File: src/rtl/pid_pkg.sv
// Definitions shared by the PID controller and its PWM output stage.
package pid_pkg;

    localparam int CTRL_W = 8;

    typedef enum logic [1:0] {
        IDLE,
        DEAD,
        HI,
        LO
    } pwm_state_t;

endpackage

File: src/rtl/pwm_driver_if.sv
// Control/status bundle between the PID stage (master) and the PWM output stage (slave).
interface pwm_driver_if;

    logic                          en;
    logic [pid_pkg::CTRL_W-1:0]    duty;
    logic                          pwm_hi;
    logic                          pwm_lo;
    logic                          period_start;
    logic [pid_pkg::CTRL_W-1:0]    duty_active;

    modport master (
        output en,
        output duty,
        input  pwm_hi,
        input  pwm_lo,
        input  period_start,
        input  duty_active
    );

    modport slave (
        input  en,
        input  duty,
        output pwm_hi,
        output pwm_lo,
        output period_start,
        output duty_active
    );

endinterface

File: src/rtl/dead_time_gen.sv
// Turns the raw PWM demand into a complementary pair with a break-before-make gap.
module dead_time_gen
    import pid_pkg::*;
#(
    parameter int DEAD_TIME = 4
) (
    input  logic clk,
    input  logic rst,
    input  logic en,
    input  logic raw,
    output logic pwm_hi,
    output logic pwm_lo
);

    localparam int              DT_W    = (DEAD_TIME > 0) ? $clog2(DEAD_TIME + 1) : 1;
    localparam logic [DT_W-1:0] DT_LOAD = DT_W'(DEAD_TIME);
    localparam logic [DT_W-1:0] DT_ONE  = DT_W'(1);

    pwm_state_t      state;
    logic            target;
    logic [DT_W-1:0] dt;
    logic            side_change;

    assign side_change = (state == IDLE) || (state == HI && !raw) || (state == LO && raw);

    // NOTE: outputs are assigned next to the state they belong to, with non-blocking
    // assignments, so both pins change on the same edge as the FSM and can never overlap.
    always_ff @(posedge clk) begin
        if (rst || !en) begin
            state  <= IDLE;
            target <= 1'b0;
            dt     <= '0;
            pwm_hi <= 1'b0;
            pwm_lo <= 1'b0;
        end else begin
            unique case (state)
                IDLE, HI, LO: begin
                    if (side_change) begin
                        if (DEAD_TIME == 0) begin
                            state  <= raw ? HI : LO;
                            pwm_hi <= raw;
                            pwm_lo <= !raw;
                        end else begin
                            state  <= DEAD;
                            target <= raw;
                            dt     <= DT_LOAD;
                            pwm_hi <= 1'b0;
                            pwm_lo <= 1'b0;
                        end
                    end
                end
                DEAD: begin
                    // A demand flip during the gap restarts it, which swallows short pulses.
                    if (raw != target) begin
                        target <= raw;
                        dt     <= DT_LOAD;
                    end else if (dt == DT_ONE) begin
                        state  <= target ? HI : LO;
                        pwm_hi <= target;
                        pwm_lo <= !target;
                    end else begin
                        dt <= dt - DT_ONE;
                    end
                end
            endcase
        end
    end

endmodule

File: src/rtl/pwm_driver.sv
// PWM output stage: prescaled period counter, double-buffered duty and period strobe,
// feeding a dead-time generator that drives the complementary pair.
module pwm_driver
    import pid_pkg::*;
#(
    parameter int PRESCALE  = 1,
    parameter int DEAD_TIME = 4
) (
    input logic          clk,
    input logic          rst,
    pwm_driver_if.slave  bus
);

    localparam int              PS_W    = (PRESCALE > 1) ? $clog2(PRESCALE) : 1;
    localparam logic [PS_W-1:0] PS_LAST = PS_W'(PRESCALE - 1);

    logic [PS_W-1:0]   presc;
    logic [CTRL_W-1:0] cnt;
    logic [CTRL_W-1:0] duty_active;
    logic              period_start;
    logic              run_q;
    logic              tick;
    logic              raw;
    logic              pwm_hi;
    logic              pwm_lo;

    assign tick = (presc == PS_LAST);
    assign raw  = (cnt < duty_active);

    // run_q marks the first enabled cycle, where the shadow duty is loaded and cnt restarts.
    always_ff @(posedge clk) begin
        if (rst) begin
            presc        <= '0;
            cnt          <= '0;
            duty_active  <= '0;
            period_start <= 1'b0;
            run_q        <= 1'b0;
        end else if (!bus.en) begin
            presc        <= '0;
            cnt          <= '0;
            period_start <= 1'b0;
            run_q        <= 1'b0;
        end else if (!run_q) begin
            presc        <= '0;
            cnt          <= '0;
            duty_active  <= bus.duty;
            period_start <= 1'b1;
            run_q        <= 1'b1;
        end else begin
            period_start <= 1'b0;
            if (tick) begin
                presc <= '0;
                cnt   <= cnt + CTRL_W'(1);
                if (cnt == '1) begin
                    duty_active  <= bus.duty;
                    period_start <= 1'b1;
                end
            end else begin
                presc <= presc + PS_W'(1);
            end
        end
    end

    // The generator starts one cycle after enable so its first target sees the fresh shadow duty.
    dead_time_gen #(
        .DEAD_TIME (DEAD_TIME)
    ) u_dead_time (
        .clk    (clk),
        .rst    (rst),
        .en     (bus.en && run_q),
        .raw    (raw),
        .pwm_hi (pwm_hi),
        .pwm_lo (pwm_lo)
    );

    assign bus.pwm_hi       = pwm_hi;
    assign bus.pwm_lo       = pwm_lo;
    assign bus.period_start = period_start;
    assign bus.duty_active  = duty_active;

endmodule

File: src/flat_wrapper.sv
// flat-port wrapper written by rule: the top's interface ports become plain ports
module pwm_driver_flat import pid_pkg::*;
#(
    parameter int PRESCALE  = 1,
    parameter int DEAD_TIME = 4
)
  (clk, rst, bus_en, bus_duty, bus_pwm_hi, bus_pwm_lo, bus_period_start, bus_duty_active);
  pwm_driver_if bus_i ();
  input logic clk;
  input logic rst;
  input wire logic [$bits(bus_i.en)-1:0] bus_en;
  input wire logic [$bits(bus_i.duty)-1:0] bus_duty;
  output wire logic [$bits(bus_i.pwm_hi)-1:0] bus_pwm_hi;
  output wire logic [$bits(bus_i.pwm_lo)-1:0] bus_pwm_lo;
  output wire logic [$bits(bus_i.period_start)-1:0] bus_period_start;
  output wire logic [$bits(bus_i.duty_active)-1:0] bus_duty_active;
  assign bus_i.en = bus_en;
  assign bus_i.duty = bus_duty;
  assign bus_pwm_hi = bus_i.pwm_hi;
  assign bus_pwm_lo = bus_i.pwm_lo;
  assign bus_period_start = bus_i.period_start;
  assign bus_duty_active = bus_i.duty_active;
  pwm_driver #(.PRESCALE(PRESCALE), .DEAD_TIME(DEAD_TIME)) u_core (.clk(clk), .rst(rst), .bus(bus_i));
endmodule
File: config.mk
export PLATFORM = sky130hd
export DESIGN_NAME = pwm_driver_flat
export DESIGN_NICKNAME = d
export VERILOG_FILES = /design/src/rtl/pid_pkg.sv /design/src/rtl/pwm_driver_if.sv /design/src/rtl/dead_time_gen.sv /design/src/rtl/pwm_driver.sv /design/src/flat_wrapper.sv
export SDC_FILE = /design/constraint.sdc
export NUM_CORES = 1
export LEC_CHECK = 0
export CORE_ASPECT_RATIO = 1.1
export CORE_MARGIN = 2
export CORE_UTILIZATION = 50
export DETAILED_ROUTE_END_ITERATION = 10
export PLACE_DENSITY = 0.8
export SYNTH_ARGS = -nofsm -noshare
export SYNTH_HDL_FRONTEND = slang
export SYNTH_SLANG_ARGS = --single-unit
File: constraint.sdc
create_clock -name clk -period 5.53 [get_ports clk]
set_input_delay 0.553 -clock clk [delete_from_list [all_inputs] [get_ports clk]]
set_output_delay 0.553 -clock clk [all_outputs]
set_load 0.005 [all_outputs]
==> metrics.txt <==
mapped cell area=1436 um^2; initial core utilization=52.18%; Routed WL=2753 um; internal power=252.5 uW; CTS resizes=0; kind of critical path=reg -> reg; P per Cell Area=197.0 nW/um^2; total track usage=18.95%; first-pass GRT wire length=4609 um; Max Fanout on Critical Path=10; vias per cell=5.467; Switching Share=24.22%; Clock Tree Root=clkbuf_4; CP Buf/Inv Count=1; Max stage delay on crit path=0.40 ns; Synth-to-Final Area Change=17.77%; height of the die=60.22 um; post-synthesis sequential area ratio=37.63%; Area contributors post-synth=dfxtp_1 38%, ha_1 8.7%, mux2i_1 8.4%, nor2_1 6.3%, xor2_1 3.0%; Worst setup SP type=register; crit path time final=2.451 ns; Yosys reg bits=27; Slowest-stage cell, CP=o31a_1; vias post-DR=1148; Yosys warnings=0; placed inst area=1664 um^2; VDD IR max=0.2018 mV; final period utilization=44.32%; Slew HR=62.21%; NetSw=80.70 uW; pins over their slew limit=0; initial antenna violation count=0; drt wl/cell=13.11 um; clock skew after layout=0.003470 ns; CTS Buffer Depth=2; die span in x=55.11 um; largest net degree at the start of global routing=19; final-report hold violation count=0; outcome=finished clean; TritonCTS clock tree=yes; clock-pin slew on the worst setup and hold paths=0.14 ns; HP Class=reg -> reg; IO Count=22; Crit. End Element=register; Yosys top cell area share=37.63%; worst-skew pair later-pin latency=0.32 ns; row cnt=20; Synthesized Nets=177; CTS H-tree lvls=1; drt pass-1 iters=4; CTS Sinks=27; initial drt markers=27; Syn Area/Cell=9.208 um^2; maxcap violations=0; Post-CTS Setup Bufs=0; Worst EP required=5.75 ns; CTS Buf Count=3; hpwl dp=2199 um; sequential share of power=61.6%; critical path's top delay family=compound AO/OA/AOI/OAI gates; Ant. Diodes=0; synth unique cells=45; largest area contributor in the netlist=dfxtp_1; worst path cell trace=inv_1 > ha_1 > a211o_1 > a21oi_1 > o31a_1 > mux2i_1 > and2_4 > mux2_4; DRC=0; Core Region=2753 um^2; nets@finish=199; Fillers=244; Slew @ Worst Pin=0.5655 ns; critical path arrival=2.67 ns; PortBufs=21; f_max=408.0 MHz; Post-Syn Instances=156; vias in the first global route=1125; Placer Congestion=0.8160; DIE AREA=3318 um^2; leakage=0.0006835 uW; clock share of power=24.7%; final setup vio count=0; Routed Antenna Nets=0; cts hold-fix bufs=0; unrepaired setup endpoints after global routing=false; GRT overflow=0; layout cell share with drive strength beyond 1=7.910%; combinational group share of total power=13.7%; setup_tns=0 ns; post-route cell area=1692 um^2
==> registers in the layout, summed over array words and instances (netlist names) <==
| name | count |
|---|---|
| u_core.bus.duty_active | 8 |
| u_core.bus.period_start | 1 |
| u_core.cnt | 8 |
| u_core.presc | 1 |
| u_core.run_q | 1 |
| u_core.u_dead_time.dt | 3 |
| u_core.u_dead_time.pwm_hi | 1 |
| u_core.u_dead_time.pwm_lo | 1 |
| u_core.u_dead_time.state | 2 |
| u_core.u_dead_time.target | 1 |
==> synth_stat cells (all sizes together) <==
master,instances
a2111oi,2
a211o,2
a211oi,1
a21o,1
a21oi,7
a22oi,1
a31oi,1
and2,3
and2b,1
and3,1
and4b,1
buf,2
clkbuf,2
conb,1
dfxtp,27
ha,10
inv,10
mux2,2
mux2i,12
nand2,7
nand2b,3
nand3,2
nand4,1
nand4b,2
nand4bb,1
nor2,24
nor2b,3
nor3,3
nor3b,3
nor4b,1
o21a,2
o21ai,5
o31a,1
o31ai,1
or2,1
or3b,1
or4,1
xnor2,2
xor2,5
==> cell usage in the layout, fill, tap and decap left out, types with 2 or more instances in the layout <==
master / count
clkbuf_4: 3
a21oi_1: 7
mux2i_1: 12
a211o_1: 2
clkdlybuf4s50_1: 21
o21ai_0: 5
nand3_1: 2
ha_1: 10
xnor2_1: 2
nor2b_1: 3
o21a_1: 2
nor3_1: 3
nor3b_1: 3
nand2b_1: 2
nor2_1: 24
nand4b_1: 2
nand2_1: 7
xor2_1: 5
dfxtp_1: 27
inv_1: 10
==> worst reg2reg max path, cell delays in order, from the launching register on <==
cell     delay [ns]
dfxtp_1        0.38
inv_1          0.05
ha_1           0.30
a211o_1        0.31
a21oi_1        0.15
o31a_1         0.40
mux2i_1        0.28
and2_4         0.20
mux2_4         0.29
==> per-layer routing <==
| layer | GRT usage, % | up-vias | share of wire, % |
|---|---|---|---|
| met1 | 21.54 | 540 | 44 |
| met4 | 6.272 | 0 | 0 |
| met3 | 2.750 | 0 | 2.9 |
| met5 | 0 | - | 0 |
| li1 | - | 590 | - |
| met2 | 35.03 | 18 | 53 |
==> final timing paths <==
path / from / end / slack, ns / depth (start not counted)
hold / removal: u_core.u_dead_time.dt[0] / u_core.u_dead_time.dt[0] / 0.54 / 2
setup reg to reg: u_core.bus.duty_active[5] / u_core.u_dead_time.dt[1] / 3.08 / 8
hold reg to reg: u_core.u_dead_time.dt[0] / u_core.u_dead_time.dt[0] / 0.54 / 2
setup / recovery: u_core.bus.duty_active[5] / u_core.u_dead_time.dt[1] / 3.08 / 8
==> cell families (layout without fill, tap and decap cells) <==
| logic type | after synthesis | in the layout | synth area share, % |
|---|---|---|---|
| buffers and inverters | 14 | 35 | 4.268 |
| multiplexers | 14 | 14 | 10.19 |
| AO/OA/AOI/OAI | 24 | 24 | 12.11 |
| adder cells (fa/ha/maj) | 10 | 10 | 8.711 |
| flip-flops | 27 | 27 | 37.63 |
| XOR/XNOR | 7 | 7 | 4.268 |
| other | 1 | 1 | 0.2611 |
| AND/OR/NAND/NOR | 59 | 59 | 22.56 |
==> power by group through the flow <==
stage                     clock (uW)  combinational (uW)  sequential, uW
after floorplan                    0                28.9             208
after global placement             0                44.3             209
after detailed placement           0                45.5             209
after CTS                       85.2                45.9             205
after global routing            91.6                50.4             206
final                           82.4                45.7             205
==> stage by stage <==
step	total power, uW	setup slack (ns)	util, %	instances	hold slack [ns]
after global placement	253.4	3.116	60.45	206	0.4916
after CTS	336.3	3.077	61.45	210	0.5411
after floorplan	237.3	3.383	-	156	0.4737
final	333.2	3.079	61.45	210	0.5385
after detailed placement	254.9	2.964	60.45	206	0.5139
after global routing	348.0	2.873	61.45	210	0.5679
==> area by class of cell <==
class / count / area, um^2 / share of cell area (%)
repair buffers: 21 / 210.2 / 12.43
clock inverters: 1 / 5.005 / 0.2959
multi-input cells: 115 / 834.6 / 49.33
inverters: 10 / 37.54 / 2.219
well taps: 33 / 41.29 / 2.441
flip-flops and latches: 27 / 540.5 / 31.95
clock buffers: 3 / 22.52 / 1.331
Power figures use the tool's default switching activity.
==> variant 1: new RTL, config.mk and constraints unchanged <==
Encoding of `pwm_state_t`: now one-hot (4 bits for 4 states).
--- a/src/rtl/pid_pkg.sv
+++ b/src/rtl/pid_pkg.sv
@@ -5,7 +5,7 @@
 
-    typedef enum logic [1:0] {
-        IDLE,
-        DEAD,
-        HI,
-        LO
+    typedef enum logic [3:0] {
+        IDLE = 4'b0001,
+        DEAD = 4'b0010,
+        HI   = 4'b0100,
+        LO   = 4'b1000
     } pwm_state_t;
Function: no difference found for any inputs over 10 cycles, from zero or initial values and one cycle with rst high; not proved beyond that.
==> variant 1 against the unedited design <==
Power fell by 0.93%. Sequential cell count did not move. Routed wire length fell by 14%. Synthesized cell count fell by 12%. Setup slack improved by 450 ps. Clock skew fell by 1.6 ps. Cell area fell by 7.9%. Area after synthesis fell by 10%. Maximum frequency rose by 22%. Final cell count fell by 8.6%. Critical path type unchanged. Combinational power fell by 4.8%.
==> variant 1: results (changes against the unedited design) <==
Mapped Cells=138 (-12%); top post-synthesis cells by area=dfxtp_1 42%, ha_1 9.7%, mux2i_1 8.5%, nor2_1 5.8%, inv_1 3.8%; share of layout cells above drive strength 1=3.73% (-4.2 points); outcome=finished, final reports clean; WL per Instance=12.3 µm (-6.5%); cell-internal power=253 µW (+0.32%); DP Area=0.00153 mm² (-8.0%); grt met2 use=33.2% (-1.8 points); routing usage on met3=2.88% (+0.13 points); detailed placement HPWL=1830 µm (-17%); Post-Syn Nets=159 (-10%); total wire length=2350 µm (-14%); crit-path max cell delay=430 ps (+30 ps); first-pass GRT wire length=4090 µm (-11%); vias in the first global route=1000 (-11%); dpl ws=3290 ps (+323 ps); largest net degree at the start of global routing=16 (-3); drt via density=5.30 (-3.0%); Final GP Congestion=0.738 (-9.6%); Iter 0 DRT Violations=7 (-74%); Leakage=0.629 nW (-8.0%); Slowest-stage cell, CP=a2111o_1; register area share after synthesis=41.9% (+4.3 points); commonest cells in the netlist=27 x dfxtp_1, 20 x nor2_1, 13 x inv_1, 11 x mux2i_1, 10 x ha_1; synth unique cells=33 (-27%); met1 global-route usage=19.9% (-1.6 points); critical path peak fanout=6 (-4); CP arrival=2240 ps (-430 ps)
==> variant 1: final timing paths <==
kind / start / slack, ps / cells past startpoint / endpoint
setup reg to reg: u_core.bus.duty_active[1]$_SDFFE_PP0P_ / 3530 / 7 / u_core.u_dead_time.dt[0]$_SDFFE_PP0P_
hold / removal: u_core.u_dead_time.dt[1]$_SDFFE_PP0P_ / 480 / 2 / u_core.u_dead_time.dt[1]$_SDFFE_PP0P_
hold reg to reg: u_core.u_dead_time.dt[1]$_SDFFE_PP0P_ / 480 / 2 / u_core.u_dead_time.dt[1]$_SDFFE_PP0P_
setup / recovery: u_core.bus.duty_active[1]$_SDFFE_PP0P_ / 3530 / 7 / u_core.u_dead_time.dt[0]$_SDFFE_PP0P_
==> variant 1: metal layers <==
metal | routed length, µm | vias up
met2 | 1260 | 10
met4 | 45 | 0
met3 | 65 | 5
met1 | 979 | 482
met5 | 0 | -
li1 | - | 521
==> variant 1: layout make-up <==
cell class                 instances  area (µm²)  area share [%]
multi-input combinational         96         693            44.5
sequential                        27         541            34.7
timing repair buffer              21         210            13.5
inverter                          13        48.8            3.13
tap                               31        38.8            2.49
clock buffer                       4        26.3            1.69
==> variant 1: logic make-up after synthesis <==
family	count (synthesis)	share of synthesized area, %
adders and majority gates	10	9.70
DFF	27	41.9
AOI/OAI and AO/OA	18	9.70
muxes	11	8.54
and+or+nand+nor	48	20.1
xor gates and xnor gates	8	5.43
other	1	0.291
buffers and inverters	15	4.36
==> variant 1: power groups by stage <==
stage	clock [mW]	sequential [mW]	combinational, mW
final	0.0816	0.205	0.0435
after global routing	0.0914	0.206	0.0474
after CTS	0.0869	0.205	0.0439
after detailed placement	0	0.209	0.0435
after global placement	0	0.209	0.0424
after floorplan	0	0.209	0.0243
==> variant 1: worst min-delay path, cell delays in order, from the launching register on <==
cell and delay (ps):
dfxtp_1 340, nand3_1 60, o41ai_1 50
==> variant 2: new RTL, config.mk and constraints unchanged <==
Without the edit above. `DEAD_TIME` is set to 4 in 3 places; all go to 8.
--- a/src/rtl/dead_time_gen.sv
+++ b/src/rtl/dead_time_gen.sv
@@ -4,3 +4,3 @@
 #(
-    parameter int DEAD_TIME = 4
+    parameter int DEAD_TIME = 8
 ) (
--- a/src/rtl/pwm_driver.sv
+++ b/src/rtl/pwm_driver.sv
@@ -6,3 +6,3 @@
     parameter int PRESCALE  = 1,
-    parameter int DEAD_TIME = 4
+    parameter int DEAD_TIME = 8
 ) (
--- a/src/flat_wrapper.sv
+++ b/src/flat_wrapper.sv
@@ -4,3 +4,3 @@
     parameter int PRESCALE  = 1,
-    parameter int DEAD_TIME = 4
+    parameter int DEAD_TIME = 8
 )
Check against the original RTL: not equivalent (Yosys sat finds a counterexample within 10 cycles, from zero or initial values and one cycle with rst high).
==> variant 2 against the unedited design <==
Non-clock buffer count stayed put. Sequential cell count is 1 higher. Area after synthesis stayed put. Cell area is 0.37% higher. Routed wire length is 5.4% lower. Power is 6.5% higher. Setup slack better by 59 ps. Critical path type unchanged. Largest power group unchanged.
==> variant 2: results (changes against the unedited design) <==
Post-Syn Nets=179 (+1.1%); outcome=finished, final reports clean; met3 wire len=80 µm (-1.2%); XOR/XNOR share of the synthesized area=4.88% (+0.61 points); detailed placement HPWL=2060 µm (-6.3%); multi-input gate share of total cell area=47.8% (-1.5 points); Regs by FF count=u_core.bus.duty_active x8, u_core.cnt x8, u_core.u_dead_time.dt x4; R2R Setup Slk=3140 ps (+60 ps); Clk power=97.0 µW (+18%); Post-layout nets=201 (+1.0%); met1 global-route usage=21.7% (+0.19 points); share of layout cells above drive strength 1=7.82% (-0.088 points); Worst R2R End=u_core.u_dead_time.dt[3]$_SDFFE_PP0P_; WL met2=1310 µm (-11%); cell-internal power=273 µW (+8.2%); wire length on met1=1180 µm (-1.4%); Leakage=0.681 nW (-0.39%); Sequential Power Share=59.7% (-1.9 points); Worst Hold Launch=u_core.u_dead_time.pwm_lo$_SDFFE_PP0P_; Min-Delay Endpoint=u_core.u_dead_time.pwm_lo$_SDFFE_PP0P_; post-synthesis compound-gate area fraction=14.0% (+1.9 points); WL per Instance=12.3 µm (-6.3%); top post-synthesis cells by area=dfxtp_1 39%, ha_1 8.7%, mux2i_1 7.0%, nor2_1 6.5%, xor2_1 3.7%; synth unique cells=41 (-8.9%); vias in the first global route=1107 (-1.6%); commonest cells in the netlist=28 x dfxtp_1, 25 x nor2_1, 11 x nand2_1
variant 2: worst max-delay path, cell delays in order (launching register included):
cell and delay (ps):
dfxtp_1 380, inv_1 50, ha_1 310, a211oi_2 240
o21ai_2 100, a21oi_2 420, mux2_2 410, o21a_1 220
o21a_1 170
variant 2: metrics by stage:
| step | total power, mW | hold slack [ps] | instances | area (µm²) | setup WS (ps) |
|---|---|---|---|---|---|
| after floorplan | 0.246 | 459 | 158 | 1440 | 3480 |
| after global placement | 0.261 | 482 | 208 | 1660 | 3210 |
| after detailed placement | 0.263 | 489 | 208 | 1660 | 3140 |
| after CTS | 0.360 | 517 | 212 | 1700 | 3120 |
| after global routing | 0.373 | 522 | 212 | 1700 | 2940 |
| final | 0.355 | 504 | 212 | 1700 | 3140 |
variant 2: worst max path at each step:
stage                                       endpoint                              startpoint  depth (start not counted)  slack, ps
2_1_floorplan  u_core.u_dead_time.dt[3]$_SDFFE_PP0P_  u_core.bus.duty_active[2]$_SDFFE_PP0P_                          8       3480
3_3_place_gp   u_core.u_dead_time.dt[3]$_SDFFE_PP0P_  u_core.bus.duty_active[2]$_SDFFE_PP0P_                          8       3210
3_5_place_dp   u_core.u_dead_time.dt[3]$_SDFFE_PP0P_  u_core.bus.duty_active[2]$_SDFFE_PP0P_                          8       3140
4_1_cts        u_core.u_dead_time.dt[3]$_SDFFE_PP0P_  u_core.bus.duty_active[2]$_SDFFE_PP0P_                          8       3120
5_1_grt        u_core.u_dead_time.dt[1]$_SDFFE_PP0P_  u_core.bus.duty_active[2]$_SDFFE_PP0P_                          8       2940
6_report       u_core.u_dead_time.dt[3]$_SDFFE_PP0P_  u_core.bus.duty_active[2]$_SDFFE_PP0P_                          8       3140
